## config.mk

```make
export PLATFORM = sky130hd
export DESIGN_NAME = reaction_sequencer
export DESIGN_NICKNAME = d
export VERILOG_FILES = /design/src/rtl/reaction_sequencer.sv
export SDC_FILE = /design/constraint.sdc
export NUM_CORES = 1
export LEC_CHECK = 0
export CORE_ASPECT_RATIO = 0.7
export CORE_MARGIN = 2
export CORE_UTILIZATION = 47
export CTS_CLUSTER_SIZE = 28
export DETAILED_ROUTE_END_ITERATION = 8
export PLACE_DENSITY = 0.87
export RECOVER_POWER = 25
export SLEW_MARGIN = 20
export SYNTH_ARGS = -nofsm -noshare
export SYNTH_HDL_FRONTEND = slang
export SYNTH_SLANG_ARGS = --single-unit
export TNS_END_PERCENT = 20
```

## constraint.sdc

```tcl
create_clock -name clk -period 2.5 [get_ports clk]
set_input_delay 0.375 -clock clk [delete_from_list [all_inputs] [get_ports clk]]
set_output_delay 0.375 -clock clk [all_outputs]
set_load 0.1 [all_outputs]
```

## src/rtl/reaction_sequencer.sv

```systemverilog
// reaction_sequencer: Moore FSM sequencing one reaction-time trial (delay, stimulus, capture, result/penalty hold)
module reaction_sequencer #(
  parameter int CNT_W         = 14,
  parameter int TIMEOUT       = 4000,
  parameter int HOLD_TICKS    = 2000,
  parameter int PENALTY_TICKS = 3000,
  parameter int HOLD_W        = 16
) (
  input  logic             clk,
  input  logic             iReset,
  input  logic             iTick,
  input  logic             iGo,
  input  logic             iReact,
  input  logic             iCountComplete,
  input  logic [CNT_W-1:0] iUpCount,
  output logic             oStart_down_count,
  output logic             oStart_up_count,
  output logic             oLoad_score,
  output logic             oScreen,
  output logic             oFalseStart,
  output logic             oTimeout,
  output logic [2:0]       oState
);
  typedef enum logic [2:0] {IDLE, ARM, WAIT, CLEAR, GO, LOAD, RESULT, PENALTY} state_t;
  state_t state_q, state_d;
  logic [HOLD_W-1:0] hold_q, hold_d;
  logic fs_q, fs_d, to_q, to_d, pend_q, pend_d, go_q, react_q, go_rise, react_rise;
  assign go_rise    = iGo & ~go_q;
  assign react_rise = iReact & ~react_q;
  always_comb begin
    state_d = state_q;
    hold_d  = hold_q;
    fs_d    = fs_q;
    to_d    = to_q;
    pend_d  = pend_q;
    case (state_q)
      IDLE:  if (go_rise) state_d = ARM;
      ARM:   if (iTick) state_d = WAIT;
      WAIT:
        if (react_rise) begin
          state_d = PENALTY;
          fs_d    = 1'b1;
          hold_d  = '0;
        end else if (iCountComplete) state_d = CLEAR;
      CLEAR: begin
        if (react_rise) pend_d = 1'b1;
        if (iTick) begin
          state_d = (pend_q | react_rise) ? LOAD : GO;
          pend_d  = 1'b0;
        end
      end
      GO:
        if (react_rise) state_d = LOAD;
        else if (iUpCount >= CNT_W'(TIMEOUT)) begin
          state_d = PENALTY;
          to_d    = 1'b1;
          hold_d  = '0;
        end
      LOAD: begin
        state_d = RESULT;
        hold_d  = '0;
      end
      RESULT:
        if (go_rise) state_d = ARM;
        else if (iTick) begin
          if (hold_q == HOLD_W'(HOLD_TICKS - 1)) state_d = IDLE;
          else hold_d = hold_q + 1'b1;
        end
      PENALTY:
        if (iTick) begin
          if (hold_q == HOLD_W'(PENALTY_TICKS - 1)) begin
            state_d = IDLE;
            fs_d    = 1'b0;
            to_d    = 1'b0;
          end else hold_d = hold_q + 1'b1;
        end
      default: state_d = IDLE;
    endcase
  end
  // Edge registers reset high so a button held through reset never counts as a press
  always_ff @(posedge clk or posedge iReset) begin
    if (iReset) begin
      state_q <= IDLE;
      hold_q  <= '0;
      fs_q    <= 1'b0;
      to_q    <= 1'b0;
      pend_q  <= 1'b0;
      go_q    <= 1'b1;
      react_q <= 1'b1;
    end else begin
      state_q <= state_d;
      hold_q  <= hold_d;
      fs_q    <= fs_d;
      to_q    <= to_d;
      pend_q  <= pend_d;
      go_q    <= iGo;
      react_q <= iReact;
    end
  end
  assign oStart_down_count = state_q == ARM;
  assign oStart_up_count   = state_q == CLEAR;
  assign oLoad_score       = state_q == LOAD;
  assign oScreen           = state_q == CLEAR || state_q == GO || state_q == LOAD;
  assign oFalseStart       = state_q == PENALTY && fs_q;
  assign oTimeout          = state_q == PENALTY && to_q;
  assign oState            = state_q;
endmodule

```

# == Yosys cells after proc, flatten, opt, wreduce, memory -nomap -nowiden ==
# Index checks and enable logic that the tools add are counted.
# classes
magnitude_cmp,1
add_sub_neg,1
muxes,31
bitwise,5
multipliers,0
div_mod_pow,0
n_shift,0
reduce_logical,14
eq_ne,25
# op_table
op,n
16-bit two-way mux,8
16-bit case mux with 5 select lines,1
3-bit two-way mux,12
2-bit inequality test (second input constant),12
3-bit case mux with 8 select lines,1
9-bit AND reduction,2
16-bit by 1-bit adder with 16-bit output (second input constant),1
16-bit by 11-bit equality test with 1-bit output (second input constant),1
16-bit by 12-bit equality test with 1-bit output (second input constant),1
14-bit by 12-bit greater-or-equal comparator with 1-bit output (second input constant),1
3-bit equality test (second input constant),4
3-bit inequality test (second input constant),4
1-bit two-way mux,7
3-bit by 2-bit equality test with 1-bit output (second input constant),2
2-bit nonzero test,3
5-bit AND reduction,1
5-bit nonzero test,1
1-bit case mux with 2 select lines,2
4-bit AND reduction,1
3-bit by 1-bit equality test with 1-bit output (second input constant),1
3-bit logical NOT,1
1-bit AND,2
1-bit logical AND,2
1-bit logical OR,2
other kinds (3),4
# totals
wordCells,84
mem_bits_ro,0
memories,0
latchBits,0
in_bits,20
mem_bits_rw,0
register_bits,24

# == Depth between registers and ports, before layout ==
# depth
ltp_word,6
mapped_depth,8
mapped_depth_nobuf,6

# == Least setup slack after synthesis ==
# No wires, ideal clock.
# synth_timing
kind,flip-flop to output port
startpoint,register state_q[0] (netlist: oState[0])
endpoint,output oStart_down_count
slack_ns,-1.309
path_stages_with_launch,4
arrival_time_ns,3.434
path_buffers,1
required_time_ns,2.125
path_cell_list,dfrtp_1 clkbuf_1 inv_1 nor3_1
# synth_via
elab_chain_len,1
# synth_lines
item,line,text
"start, declared",25,"state_t state_q, state_d;"
"start signal, assigned",91,state_q <= state_d;
3-bit by 1-bit equality test with 1-bit output,100,assign oStart_down_count = state_q == ARM;
"end, declared",16,"output logic oStart_down_count,"
# No other way between the ends.

# == Worst setup path after layout ==
# layout_timing
startpoint,register hold_q[0]
endpoint,register hold_q[14]
# layout_via
elab_chain_len,5
elab_cells_between_ends,12
# layout_lines
item,line,text
"start, declared",26,"logic [HOLD_W-1:0] hold_q, hold_d;"
"start signal, assigned",92,hold_q <= hold_d;
16-bit by 1-bit adder with 16-bit output,"67, 75",
16-bit two-way mux,66,if (hold_q == HOLD_W'(HOLD_TICKS - 1)) state_d = IDLE;
16-bit two-way mux,65,else if (iTick) begin
16-bit two-way mux,64,if (go_rise) state_d = ARM;
16-bit case mux with 5 select lines,36,case (state_q)
# Parallel ways exist; a longest one is shown, timed or not. The select of a mux whose other input is x is not followed.
# A chain may end at the register's enable or synchronous reset.

==> flow_summary.ini <==
[run_status]
status = completed

[hold_path]
min_path_type = reg2reg
hold_start = hold_q[15]

[clocking]
root_buffer = clkbuf_8
cts_max_level = 1
numCtsBuffers = 3
cts.clk_slew.worst_paths_ns = 0.08
clk_latency_ns = 0.27
cts_tree = yes
cts_hold_buf = 0
clock_path_buffers = 2
clock-sinks = 24

[logic_synthesis]
ys.warnings.count = 0
ys_seq_elements = 24
syn_area_mm2 = 0.001549
synth_area_per_cell_um2 = 8.702
seq_area_frac_synth = 0.3893
yosysTopAreaCell = dfrtp_1
synth-edff-count = 0
syn-num-nets = 199
synth.top_cell.area_share = 0.3554
synthCells = 178
synthFlopType = dfrtp_1
ys_types = 39
asyncSetResetFlopFracSynth = 1.000
netlist_top_cells_area = dfrtp_1 36%, o31ai_1 6.8%, o21ai_0 5.5%

[sta]
fmax_mhz = 421.6
tightestPinTransition_ns = 1.244
grt_setup_unrepaired = false
slew_headroom = 0.1707
skew_ns = 0.002788
hold_viol = 0
min_period_ns = 2.372
maxSlewViolCount = 0
fin_crit_sh = 0.9489
setup-tns-final_ns = 0
setup_violations = 0

[worst_setup_path]
cpMaxStageDelayCell = or3b_4
ff2ff_setup_slack_ns = 0.13
rr_startpoint = hold_q[0]
crit_path_end_kind = register
crit_fanout = 9
cp_cell_sequence = ha_1, and4_1, and4_1, a311o_1, or3b_4, o41ai_2
crit_start = hold_q[0]
critPathKind = reg2reg
max_stage_delay_ns = 0.46
cp-start-kind = register
crit_required_ns = 2.67
cpMostUsedCell = and4_1
arrival_ns = 2.54

[route]
viasPerCell = 6.135
drt-initial-drc-count = 182
ant_nets = 0
drtPass1Iterations = 4
wl_um = 4020
drc = 0
wl_per_cell_um = 16.41
vias = 1503

[die]
die-area_mm2 = 0.003778
core-area_mm2 = 0.003148
die_y_um = 52.03
rows = 17
die_width_um = 72.62
ios = 29
start_util = 0.4921

[pwr]
power_density_mw_per_mm2 = 1161
seq_power_share = 0.239
power.switching_uw = 1213
p_leak_uw = 0.0007972
power.total_uw = 2277
vdd_drop_max_mv = 0.8736
p_clk_frac = 0.117
p_comb_frac = 0.644
switching_share = 0.5327
intPower_uw = 1064

[grt]
grt_pass1_wl_um = 6844
antenna_found_initial = 0
grt_pass1_vias = 1399
grt_max_degree = 25
grt_overflow = 0
grtUsageTotal = 0.2399

[placement]
gp_congestion = 0.9048
portBuffers = 23
dp.cells = 241
placed_area_mm2 = 0.001907
dpl.hpwl_um = 2976

[finish]
final_common_cell = buf_4
antenna_cells = 0
final_cell_mix = 20 x buf_4, 19 x dfrtp_1, 17 x nand2_1, 17 x o21ai_0, 14 x o31ai_1
syn2layout_area_growth_pct = 26.58
post-route-util = 0.6228
nets = 229
drive_gt1_frac = 0.2126
stdcell_area_mm2 = 0.001961
finalNonFillerCells = 245

[flow_run]
cap_violations = 0
[worst max-delay path, delay by kind of cell, from the launching register on]
family / cells / cell delay (ns)
AO/OA/AOI/OAI: 2 / 0.71
flip-flops: 1 / 0.43
adder cells (fa/ha/maj): 1 / 0.25
AND/OR/NAND/NOR: 3 / 0.88
[sequential cells by signal, indices dropped and copies added (netlist names)]
signal,count
pend_q,1
hold_q,16
go_q,1
to_q,1
fs_q,1
react_q,1
oState,3
[metal layers]
layer  global-route usage  part of all wire  up-vias
met5                    0                 0        -
met4              0.03395            0.0030        0
met3              0.07558              0.11        2
met2               0.3288              0.39       72
met1               0.3715              0.50      691
li1                     -                 -      738
[power by group through the flow]
| stage | clock network, µW | logic [µW] | registers, µW |
|---|---|---|---|
| global placement | 0 | 1430 | 545 |
| global route | 285 | 1550 | 556 |
| detailed placement | 0 | 1450 | 548 |
| finish | 266 | 1470 | 544 |
| floorplan | 0 | 946 | 682 |
| CTS | 268 | 1450 | 542 |
[per-stage QoR]
step / hold slack [ns] / setup slack (ns)
final: 0.5289 / 0.1279
after global routing: 0.5702 / 0.04702
after CTS: 0.4596 / 0.02929
after detailed placement: 0.5113 / -0.1449
after global placement: 0.5068 / -0.06790
after floorplan: 0.3795 / -0.02496
[logic make-up (layout without fill, tap and decap cells)]
family / after synthesis / count (layout) / share of synthesized area
fa+ha+maj: 1 / 1 / 0.008076
simple gates: 75 / 75 / 0.2730
buf+inv: 18 / 47 / 0.05896
mux: 1 / 1 / 0.006462
flops: 24 / 24 / 0.3893
compound gates: 59 / 59 / 0.2641
[final timing paths]
kind	endpoint	cells after the start
setup reg to reg	hold_q[14]	6
max in group asynchronous	oState[0]	3
hold / removal	hold_q[15]	1
hold reg to reg	hold_q[15]	1
min in group asynchronous	hold_q[7]	3
setup / recovery	hold_q[14]	6
[cells in the mapped netlist, types with 4 or more instances]
cell / count
a21oi_1: 7
a31oi_1: 6
and2_1: 4
and3_1: 4
clkbuf_1: 9
dfrtp_1: 22
inv_1: 5
nand2_1: 17
nand3_1: 6
nor2_1: 10
nor2b_1: 4
nor4_1: 6
o21ai_0: 17
o22a_1: 6
o31ai_1: 14
[area by class of cell]
type | instances | area [µm²]
Sequential cell | 24 | 606.8
Fill cell | 263 | 1187
Tap cell | 38 | 47.55
Inverter | 5 | 18.77
Clock buffer | 4 | 55.05
Multi-Input combinational cell | 136 | 878.3
Timing Repair Buffer | 38 | 354.1
[what timing repair did]
action / in CTS / in global routing
endpoints found under the hold margin: 0 / 0
setup buffers: 0 / 0
endpoints found under the setup margin: 0 / 4
resized for setup: 0 / 1
No activity file was read; power rests on OpenSTA's default activity.
